File: src/rtl/radio_deserializer.sv
// Receive side of the radio 8-bit serial link: frame alignment, deserialization and
// I/Q sample unpacking, delivered through a valid/ready register with overflow accounting.
module radio_deserializer #(
    parameter int unsigned LOCK_COUNT   = 4,
    parameter int unsigned UNLOCK_COUNT = 2,
    parameter int unsigned CNT_W        = 16
) (
    input  logic             SYS_CLK,
    input  logic             RST,
    input  logic             DIN,
    input  logic             DIN_EN,
    input  logic             SYNC_IN,
    output logic             OUT_VALID,
    input  logic             OUT_READY,
    output logic [1:0]       R0_I,
    output logic [1:0]       R0_Q,
    output logic [1:0]       R1_I,
    output logic [1:0]       R1_Q,
    output logic             LOCKED,
    output logic             OVERFLOW,
    output logic [CNT_W-1:0] FRAME_COUNT,
    output logic [CNT_W-1:0] OVF_COUNT
);

    localparam int unsigned GoodW = $clog2(LOCK_COUNT + 1);
    localparam int unsigned MissW = $clog2(UNLOCK_COUNT + 1);
    localparam logic [GoodW-1:0] LockN   = GoodW'(LOCK_COUNT);
    localparam logic [MissW-1:0] UnlockN = MissW'(UNLOCK_COUNT);

    typedef enum logic [1:0] {StHunt, StVerify, StLocked} state_e;

    state_e             state_q, state_d;
    logic [2:0]         idx_q, idx_d;
    logic [7:0]         shreg_q, shreg_d;
    logic [GoodW-1:0]   good_q, good_d, good_inc;
    logic [MissW-1:0]   miss_q, miss_d, miss_inc;
    logic               cmp_q, cmp_d;
    logic [7:0]         word_q, word_d;
    logic               valid_q, valid_d;
    logic               ovf_q, ovf_d;
    logic [CNT_W-1:0]   frame_cnt_q, frame_cnt_d;
    logic [CNT_W-1:0]   ovf_cnt_q, ovf_cnt_d;

    always_ff @(posedge SYS_CLK) begin
        if (RST) begin
            state_q     <= StHunt;
            idx_q       <= '0;
            shreg_q     <= '0;
            good_q      <= '0;
            miss_q      <= '0;
            cmp_q       <= 1'b0;
            word_q      <= '0;
            valid_q     <= 1'b0;
            ovf_q       <= 1'b0;
            frame_cnt_q <= '0;
            ovf_cnt_q   <= '0;
        end else begin
            state_q     <= state_d;
            idx_q       <= idx_d;
            shreg_q     <= shreg_d;
            good_q      <= good_d;
            miss_q      <= miss_d;
            cmp_q       <= cmp_d;
            word_q      <= word_d;
            valid_q     <= valid_d;
            ovf_q       <= ovf_d;
            frame_cnt_q <= frame_cnt_d;
            ovf_cnt_q   <= ovf_cnt_d;
        end
    end

    // Alignment FSM and shift path; only qualified cycles advance anything here.
    always_comb begin
        state_d  = state_q;
        idx_d    = idx_q;
        shreg_d  = shreg_q;
        good_d   = good_q;
        miss_d   = miss_q;
        cmp_d    = 1'b0;
        good_inc = good_q + GoodW'(1);
        miss_inc = miss_q + MissW'(1);
        if (DIN_EN) begin
            // LSB first: after eight shifts bit 0 of the frame sits in shreg[0].
            shreg_d = {DIN, shreg_q[7:1]};
            idx_d   = idx_q + 3'd1;
            case (state_q)
                StHunt: begin
                    if (SYNC_IN) begin
                        idx_d   = 3'd1;
                        good_d  = GoodW'(1);
                        miss_d  = '0;
                        state_d = (LOCK_COUNT == 1) ? StLocked : StVerify;
                    end else begin
                        idx_d = idx_q;
                    end
                end
                StVerify: begin
                    if (idx_q == 3'd0) begin
                        if (SYNC_IN) begin
                            good_d = good_inc;
                            if (good_inc == LockN) begin
                                state_d = StLocked;
                                miss_d  = '0;
                            end
                        end else begin
                            state_d = StHunt;
                        end
                    end else if (SYNC_IN) begin
                        // Strobe off the expected boundary: restart alignment on this bit.
                        idx_d  = 3'd1;
                        good_d = GoodW'(1);
                    end
                end
                StLocked: begin
                    if (idx_q == 3'd0) begin
                        if (SYNC_IN) begin
                            miss_d = '0;
                        end else begin
                            miss_d = miss_inc;
                            if (miss_inc == UnlockN) begin
                                state_d = StHunt;
                            end
                        end
                    end
                    if (idx_q == 3'd7) begin
                        cmp_d = 1'b1;
                    end
                end
                default: state_d = StHunt;
            endcase
        end
    end

    // Output register: a completed word sits in shreg_q during the cycle cmp_q is high.
    always_comb begin
        word_d      = word_q;
        valid_d     = valid_q;
        ovf_d       = ovf_q;
        frame_cnt_d = frame_cnt_q;
        ovf_cnt_d   = ovf_cnt_q;
        if (cmp_q) begin
            if (!valid_q || OUT_READY) begin
                word_d      = shreg_q;
                valid_d     = 1'b1;
                frame_cnt_d = frame_cnt_q + CNT_W'(1);
            end else begin
                ovf_d = 1'b1;
                if (ovf_cnt_q != '1) begin
                    ovf_cnt_d = ovf_cnt_q + CNT_W'(1);
                end
            end
        end else if (valid_q && OUT_READY) begin
            valid_d = 1'b0;
        end
    end

    always_comb begin
        LOCKED                   = (state_q == StLocked);
        OUT_VALID                = valid_q;
        {R0_I, R0_Q, R1_I, R1_Q} = word_q;
        OVERFLOW                 = ovf_q;
        FRAME_COUNT              = frame_cnt_q;
        OVF_COUNT                = ovf_cnt_q;
    end

endmodule

File: config.mk
export PLATFORM = sky130hd
export DESIGN_NAME = radio_deserializer
export DESIGN_NICKNAME = d
export VERILOG_FILES = /design/src/rtl/radio_deserializer.sv
export SDC_FILE = /design/constraint.sdc
export NUM_CORES = 1
export LEC_CHECK = 0
export CORE_MARGIN = 1
export CORE_UTILIZATION = 52
export DETAILED_ROUTE_END_ITERATION = 16
export GPL_TIMING_DRIVEN = 1
export MAX_ROUTING_LAYER = met4
export PLACE_DENSITY = 0.79
export RECOVER_POWER = 50
export SETUP_SLACK_MARGIN = 0.4
export SLEW_MARGIN = 20
export SYNTH_ARGS = -nofsm -noshare
export SYNTH_HDL_FRONTEND = slang
export SYNTH_SLANG_ARGS = --single-unit
File: constraint.sdc
create_clock -name SYS_CLK -period 2.3 [get_ports SYS_CLK]
set_input_delay 0.46 -clock SYS_CLK [delete_from_list [all_inputs] [get_ports SYS_CLK]]
set_output_delay 0.46 -clock SYS_CLK [all_outputs]
set_load 0.01 [all_outputs]
-- After elaboration in Yosys (flattened, before gate mapping)
Index checks and enable logic that the tools add are counted.
- mux-type cells: 27
- bitwise logic cells: 3
- eq/ne operators: 16
- reduce and logical (&&, ||, !) cells: 17
- add/subtract/negate cells: 5
- operators with widths (cell ; count):
    $add A16 B1 Y16 const B ; 2
    $mux W2 ; 13
    $mux W3 ; 6
    $ne A16 B16 Y1 const B ; 1
    $reduce_and A7 Y1 ; 2
    $pmux W2 S3 ; 2
    $pmux W3 S2 ; 2
    $ne A2 B2 Y1 const B ; 5
    $reduce_and A2 Y1 ; 4
    $add A3 B1 Y3 const B ; 2
    $eq A3 B3 Y1 const B ; 2
    $ne A2 B1 Y1 const B ; 3
    $ne A3 B3 Y1 const B ; 2
    $reduce_and A3 Y1 ; 2
    $eq A2 B2 Y1 const B ; 2
    $mux W1 ; 4
    $reduce_bool A2 Y1 ; 2
    $logic_not A3 Y1 ; 1
    $not A1 Y1 ; 3
    $reduce_bool A3 Y1 ; 1
    $reduce_or A3 Y1 ; 1
    $add A2 B1 Y2 const B ; 1
    $eq A2 B1 Y1 const B ; 1
    $logic_not A2 Y1 ; 1
    3 further kinds ; 3
- word-level logic and storage cells: 79
- register bits after elaboration: 61

-- Logic depth before layout (Yosys ltp)
- word-level depth: 6
- gate-level depth with buffers: 7
- mapped depth without buffers: 6

-- Worst setup path after synthesis
No wires, ideal clock.
- kind: register to register
- from: register ovf_cnt_q[0] (netlist: OVF_COUNT[0])
- to: register ovf_cnt_q[6] (netlist: OVF_COUNT[6])
- buffers on the path: 1
- slack: 0.599 ns
- required time: 2.185 ns
- arrival time: 1.586 ns
- cell stages (with the launch flop): 7
- period minus slack after synthesis: 1.701 ns
- cell sequence: dfxtp_1 -> ha_1 -> nand4_1 -> nor4_2 -> buf_2 -> nor4_1 -> o21a_1
- longest elaborated chain between the ends: 2
- elaborated cells on any way between the ends: 3
- those cells by class: 1 x add/sub; 1 x eq/ne; 1 x reduce/logical
- ends and longest elaborated chain (element ; line ; RTL):
    start: declaration ; 42 ; logic [CNT_W-1:0] ovf_cnt_q, ovf_cnt_d;
    start signal: assignment ; 68 ; ovf_cnt_q <= ovf_cnt_d;
    parallel branches: the longest is 2 deep, another holds $add A16 B1 Y16 ; - ;
Parallel ways; which one is timed is not known.
A chain may end at the register's enable or synchronous reset.

-- Worst setup path in the final report
- from: input port OUT_READY
- to: register ovf_cnt_q[9] (netlist: OVF_COUNT[9])
- longest elaborated chain between the ends: 3
- ends and longest elaborated chain (element ; line ; RTL):
    start: declaration ; 14 ; input logic OUT_READY,
    $logic_or A1 B1 Y1 ; 142 ; if (!valid_q || OUT_READY) begin
    $not A1 Y1 (no line) ; - ;
    $reduce_and A3 Y1 (no line) ; - ;
No other way between the ends.

==> reports/results.tsv <==
metric	value	unit
status	complete, no violations	
Setup TNS Final	0	ns
Max stage delay cell, worst path	dlygate4sd3_1	
Post-Place Cells	435	
I/O pin count	49	
register area share after synthesis	0.433	
Tcrit/Tclk final	0.842	
Initial Util	0.545	
crit-path leading delay family	simple AND/OR/NAND/NOR gates	
Finished Layout Cells	451	
latest clock arrival within the worst-skew pair	0.34	ns
Post-synth EDFFs	0	
Setup WS post-layout	0.363	ns
origin of the critical flop-to-flop path	cmp_q$_SDFF_PP0_	
Rel. slew slack	0.634	
r2r endpoint	OVF_COUNT[9]$_SDFFE_PP0P_	
dpl ws	0.140	ns
Hold Crit Class	input pin to register	
Die Span Y	75.7	um
WS Path Type	input pin to register	
Area growth syn-to-layout	27.5	%
final setup fails	0	
Core Region	5170	sq um
global-route wire length before repair	9760	um
Final Critical Period	1.94	ns
Reg power frac	0.469	
vias in the first global route	2155	
Yosys Warn Count	0	
CP required	2.57	ns
DR vias	2580	
Synth Instances	326	
Crit. End Element	register	
Clock Skew	0.00761	ns
reg-to-reg slack, setup	0.56	ns
GRT overflow	0	
Antenna Cells	0	
Power Density	639	nW/um^2
fraction of registers with async set/reset	0	
Final ANT Viol Nets	0	
die area	5720	sq um
vias per std cell	5.72	
die extent in x	75.7	um
reg2reg path depth	4	
ratio of cells with drive above 1 in the final layout	0.0787	
worst IR drop on VDD	0.000446	V
Post-Syn Area	2820	sq um
combinational share of power	0.045	
cell count along the critical path	5	
syn nets	340	
Switching Fraction	0.211	
Remaining DRCs	0	
Pint	0.00182	W
TritonCTS clock tree	built	
Max clock buf depth	2	
WP buf/inv	1	
num rows	26	
GRT Total Usage	0.235	
CTS clock-pin slew for the worst setup and hold paths	0.06	ns
Worst setup startpoint	OUT_READY	
Post-DP HPWL	4200	um
largest net degree at the start of global routing	30	
critical-path cell list	dlygate4sd3_1 > and3b_1 > nand4_4 > or4_1 > a21oi_1	
Fmax	516	MHz
Worst Tran Pin Value	0.549	ns
synthesized area per cell	8.65	sq um
Synth cell types	47	
sw power	0.000484	W
Most used DFF post-synth	dfxtp_1	
CTS Sinks	61	
drt wl/cell	13.8	um
Critical Path Max Stage Delay	0.56	ns
Final Routed Wirelength	6210	um
worst-path fanout max	12	
# fillers	410	
nets@finish	391	
max-slew violation count	0	
routability cong.	0.792	
max-cap check violation count	0	
CP Capture Point	OVF_COUNT[9]$_SDFFE_PP0P_	
H-tree depth	3	
clock share of power	0.487	
initial antenna violation count	0	
starting DRC count in detailed routing	152	
leak pwr	1.33	nW
clk root buf	clkbuf_8	
WP data arrival	2.20	ns
final hold vios	0	
post-synthesis register bit count	61	
RSZ-0062 raised after global routing	yes	
Critical Path Source Type	input pin	
drt pass-1 iters	4	
Final Util	0.695	
CTS buffer count	9	
port bufs	48	
cells by family (layout without fill, tap and decap cells):
| logic type | count (synthesis) | in the layout | share of synthesized area |
|---|---|---|---|
| adder cells (fa/ha/maj) | 8 | 8 | 0.0355 |
| multiplexers | 13 | 13 | 0.0470 |
| AO/OA/AOI/OAI | 78 | 78 | 0.167 |
| buffers and inverters | 29 | 84 | 0.0466 |
| flip-flops | 61 | 61 | 0.433 |
| XOR/XNOR | 6 | 6 | 0.0186 |
| AND/OR/NAND/NOR | 131 | 131 | 0.252 |
final cells by class:
class / count / area (sq um) / area share
tap: 70 / 87.6 / 0.0243
inverter: 10 / 37.5 / 0.0104
clock inverter: 5 / 100 / 0.0278
multi-input combinational: 236 / 1480 / 0.411
clock buffer: 10 / 128 / 0.0355
timing repair buffer: 59 / 541 / 0.150
sequential: 61 / 1230 / 0.341
cell usage in the layout (no fill, tap or decap), drive strengths merged, types with 4 or more instances in the layout:
cell,synthesis,routed
mux2i,11,11
clkbuf,11,16
dlygate4sd3,0,14
or3,12,12
ha,8,8
o31ai,10,10
and3,5,5
buf,8,6
or4,9,9
clkdlybuf4s50,0,31
inv,9,9
a21oi,36,36
dfxtp,61,61
xor2,4,4
nand3,11,11
nand2,37,37
nor2,21,21
o211ai,4,4
nand2b,4,4
nand4,13,13
o21ai,15,15
cells in the mapped netlist, types with 3 or more instances:
library cell	count	area (sq um)
nor3_1	3	15.0
ha_1	8	100
buf_2	3	15.0
nand2_1	36	135
a21oi_1	36	180
mux2i_1	11	110
o21ai_0	15	75.1
nor2_1	21	78.8
dfxtp_1	61	1220
nand3b_1	3	22.5
or4_1	9	67.6
xor2_1	4	35.0
o211ai_1	4	30.0
o31ai_1	10	75.1
and3_1	5	31.3
nand3_1	11	55.1
clkbuf_1	11	41.3
or3_1	12	75.1
inv_1	9	33.8
and4_1	3	26.3
nand4_1	12	75.1
nand2b_1	4	25.0
routing by layer:
metal  share of wire  GRT usage  vias up  wire (um)
met2            0.49      0.364       61       3040
met4           0.019      0.119        0        118
li1                -          -     1296          -
met5               0          -        -          0
met3           0.038     0.0410       11        233
met1            0.45      0.295     1212       2820
what timing repair did:
| action | in CTS | in global routing |
|---|---|---|
| hold buffers | 0 | 0 |
| pin swaps | 0 | 1 |
| resized for setup | 5 | 3 |
| setup buffers | 0 | 1 |
| gates cloned | 0 | 0 |
| setup endpoints to repair | 1 | 13 |
power groups by stage:
| stage | Sequential (W) | Clock, W | Combinational (W) |
|---|---|---|---|
| floorplan | 0.00110 | 0 | 0.0000769 |
| global placement | 0.00110 | 0 | 0.0000991 |
| detailed placement | 0.00110 | 0 | 0.000103 |
| CTS | 0.00108 | 0.00113 | 0.000104 |
| global route | 0.00108 | 0.00117 | 0.000115 |
| finish | 0.00108 | 0.00112 | 0.000103 |
worst min path at each step:
stage	from	to	slack, ns	cells past startpoint
finish	RST	good_q[0]$_SDFFE_PP0P_	0.42	2
global route	RST	good_q[2]$_SDFFE_PP0P_	0.44	2
CTS	RST	good_q[0]$_SDFFE_PP0P_	0.41	2
detailed placement	word_q[2]$_SDFFE_PP0P_	word_q[2]$_SDFFE_PP0P_	0.45	2
global placement	shreg_q[0]$_SDFFE_PP0P_	word_q[0]$_SDFFE_PP0P_	0.45	2
floorplan	shreg_q[0]$_SDFFE_PP0P_	word_q[0]$_SDFFE_PP0P_	0.43	2
registers in the layout, indices dropped and copies added, names as in the netlist:
name	cells
state_q	2
OUT_VALID	1
good_q	3
FRAME_COUNT	16
miss_q	2
shreg_q	8
OVERFLOW	1
idx_q	3
cmp_q	1
word_q	8
OVF_COUNT	16
per-stage QoR:
step                      instance area, sq um  hold slack (ns)  total power [W]
final                                     3600            0.417          0.00230
after global routing                      3600            0.443          0.00236
after CTS                                 3600            0.413          0.00231
after detailed placement                  3370            0.448          0.00120
after global placement                    3370            0.446          0.00120
after floorplan                           2820            0.431          0.00117
worst reg2reg max path: stages (launching register included):
cell     delay (ns)
dfxtp_1        0.50
and3b_1        0.31
nand4_4        0.19
or4_1          0.54
a21oi_1        0.15
(Power assumes the default switching activity.)
==> variant, RTL diff (same flow settings) <==
Reset style: asynchronous (`RST`), changed in one clocked block.
--- a/src/rtl/radio_deserializer.sv
+++ b/src/rtl/radio_deserializer.sv
@@ -41,7 +41,7 @@
     logic [CNT_W-1:0]   frame_cnt_q, frame_cnt_d;
     logic [CNT_W-1:0]   ovf_cnt_q, ovf_cnt_d;
 
-    always_ff @(posedge SYS_CLK) begin
+    always_ff @(posedge SYS_CLK or posedge RST) begin
         if (RST) begin
             state_q     <= StHunt;
             idx_q       <= '0;
Behaviour: no difference found for any inputs over 10 cycles, from zero or initial values and one cycle with RST high; that may be too few to reach the edited logic, so the function may still have changed.
==> variant against the unedited design <==
Register-to-register slack lost 0.02 ns; sequential cell count is the same; highest routed layer unchanged; critical path type unchanged; setup slack lost 0.038 ns; maximum frequency shrank 1.9%; non-clock buffer count shrank 5; cell area grew 0.83%; area after synthesis grew 1.5%; wire length shrank 10%; die area grew 1.5%.
Power is not compared: it rests on default switching activity, and its combinational part moved more than twofold at a synthesized area within 25%.
==> variant: results (changes against the unedited design) <==
[run_status]
status = completed

[global_routing]
antenna_found_initial = 0  ; unchanged
grt_max_degree = 62  ; +110%
grt_pass1_wl_um = 9660  ; -1.1%
gr-usage-met1 = 0.261  ; -0.0346
use_met3 = 0.0539  ; +0.0129
grt_usage = 0.223  ; -0.0117
grt_use_met2 = 0.355  ; -0.00913
grt_pass1_vias = 2041  ; -5.3%

[power_and_ir_drop]
irDropWorstVdd_mv = 0.560
leakage_nw = 1.71

[layout]
num_antenna_cells = 0  ; unchanged
fillers = 403  ; -1.7%
drive_above_1_share = 0.136  ; +0.0575
final_nets = 333  ; -15%

[placed_design]
post_dp_cell_area_um2 = 3470  ; +3.0%
dpl.hpwl_um = 3940  ; -6.1%
io_buffers = 48  ; unchanged
routabilityCongestion = 0.849  ; +7.2%

[detailed_routing]
route.met3.wl_um = 224  ; -3.9%
first_pass_iters = 4  ; unchanged
vias_per_cell = 5.28  ; -7.7%
drt_iter0_drc = 127  ; -16%
finalWirelength_um = 5560  ; -10%
dr_wl_met2_um = 2770  ; -8.8%
wl_met1_um = 2410  ; -14%

[worst_hold_path]
min_to = FRAME_COUNT[15]$_DFFE_PP0P_
hold_class = flop to flop
hold_start = FRAME_COUNT[15]$_DFFE_PP0P_
hold_depth = 1  ; -1

[clocking]
clock-root-buffer = clkbuf_8
clk_path_buf_depth = 2  ; unchanged
htreeDepth = 3  ; unchanged

[synthesis]
syn_nets = 273  ; -20%
async_reset_ff_frac = 1.00  ; +1.00
ys_seq_area_frac = 0.533  ; +0.100
ys_warn_count = 0  ; unchanged
ys_types = 48  ; +2.1%
synth_common_cells = dfrtp_1, nand2_1, xor2_1
netlist_top_cells_area = dfrtp_1, xor2_1, nand2_1

[worst_setup_path]
slowest_stage = nor4_2
cpLargestDelayFamily = simple AND/OR/NAND/NOR gates
rr_worst_depth = 4  ; unchanged
cp_max_fo = 10  ; -2
slowest_delay_ns = 0.54  ; -0.02 ns
timing.rr.start = cmp_q$_DFF_PP0_
r2r_slack_ns = 0.54  ; -0.02 ns
rr_endpoint = OVF_COUNT[15]$_DFFE_PP0P_

[sta]
clock_skew_ns = 0.00506  ; -0.00255 ns
max-slew-margin-rel = 0.673  ; +0.0388

## variant: cell types whose count changed after synthesis, moves of 12 or more
cell,before,now
dfxtp_1,61,0
or3_1,12,0
o21ai_0,15,1
xor2_1,4,17
dfrtp_1,0,61
a21oi_1,36,4
## variant: what timing repair did
| item | CTS | global route |
|---|---|---|
| hold buffers | 0 | 0 |
| buffers inserted | 1 | 0 |
| pin swaps | 0 | 1 |
| gates cloned | 0 | 0 |
| gates resized for setup | 3 | 7 |
| endpoints found under the setup margin | 1 | 5 |
## variant: power by group
part | internal (mW) | switching [mW]
Clock | 0.411 | 0.378
Combinational | 0.197 | 0.195
Sequential | 1.18 | 0.0969
Total | 1.79 | 0.670
## variant: logic make-up (layout without fill, tap and decap cells)
group | after synthesis | in the layout | share of synthesized area
adders and majority gates | 8 | 8 | 0.0350
DFF | 61 | 61 | 0.533
buffers and inverters | 15 | 79 | 0.0201
AOI/OAI and AO/OA | 23 | 23 | 0.0607
and+or+nand+nor | 110 | 110 | 0.211
xor gates and xnor gates | 29 | 29 | 0.0887
muxes | 13 | 13 | 0.0516
## variant: stage by stage
stage	instances	worst slack, ns	utilization	total power [mW]	hold slack (ns)
after floorplan	259	0.678	-	1.56	0.435
after global placement	377	0.296	0.666	1.65	0.460
after global routing	393	0.227	0.697	2.59	0.486
final	393	0.325	0.697	2.46	0.471
after detailed placement	377	0.199	0.666	1.68	0.465
after CTS	393	0.434	0.698	2.48	0.474
## variant: area by class of cell
cell class / count / area, um^2 / share of cell area
flip-flops and latches: 61 / 1530 / 0.423
multi-input cells: 183 / 1270 / 0.351
repair buffers: 54 / 533 / 0.147
clock buffers: 13 / 149 / 0.0410
well taps: 70 / 87.6 / 0.0241
inverters: 10 / 38.8 / 0.0107
clock inverters: 2 / 10.0 / 0.00276
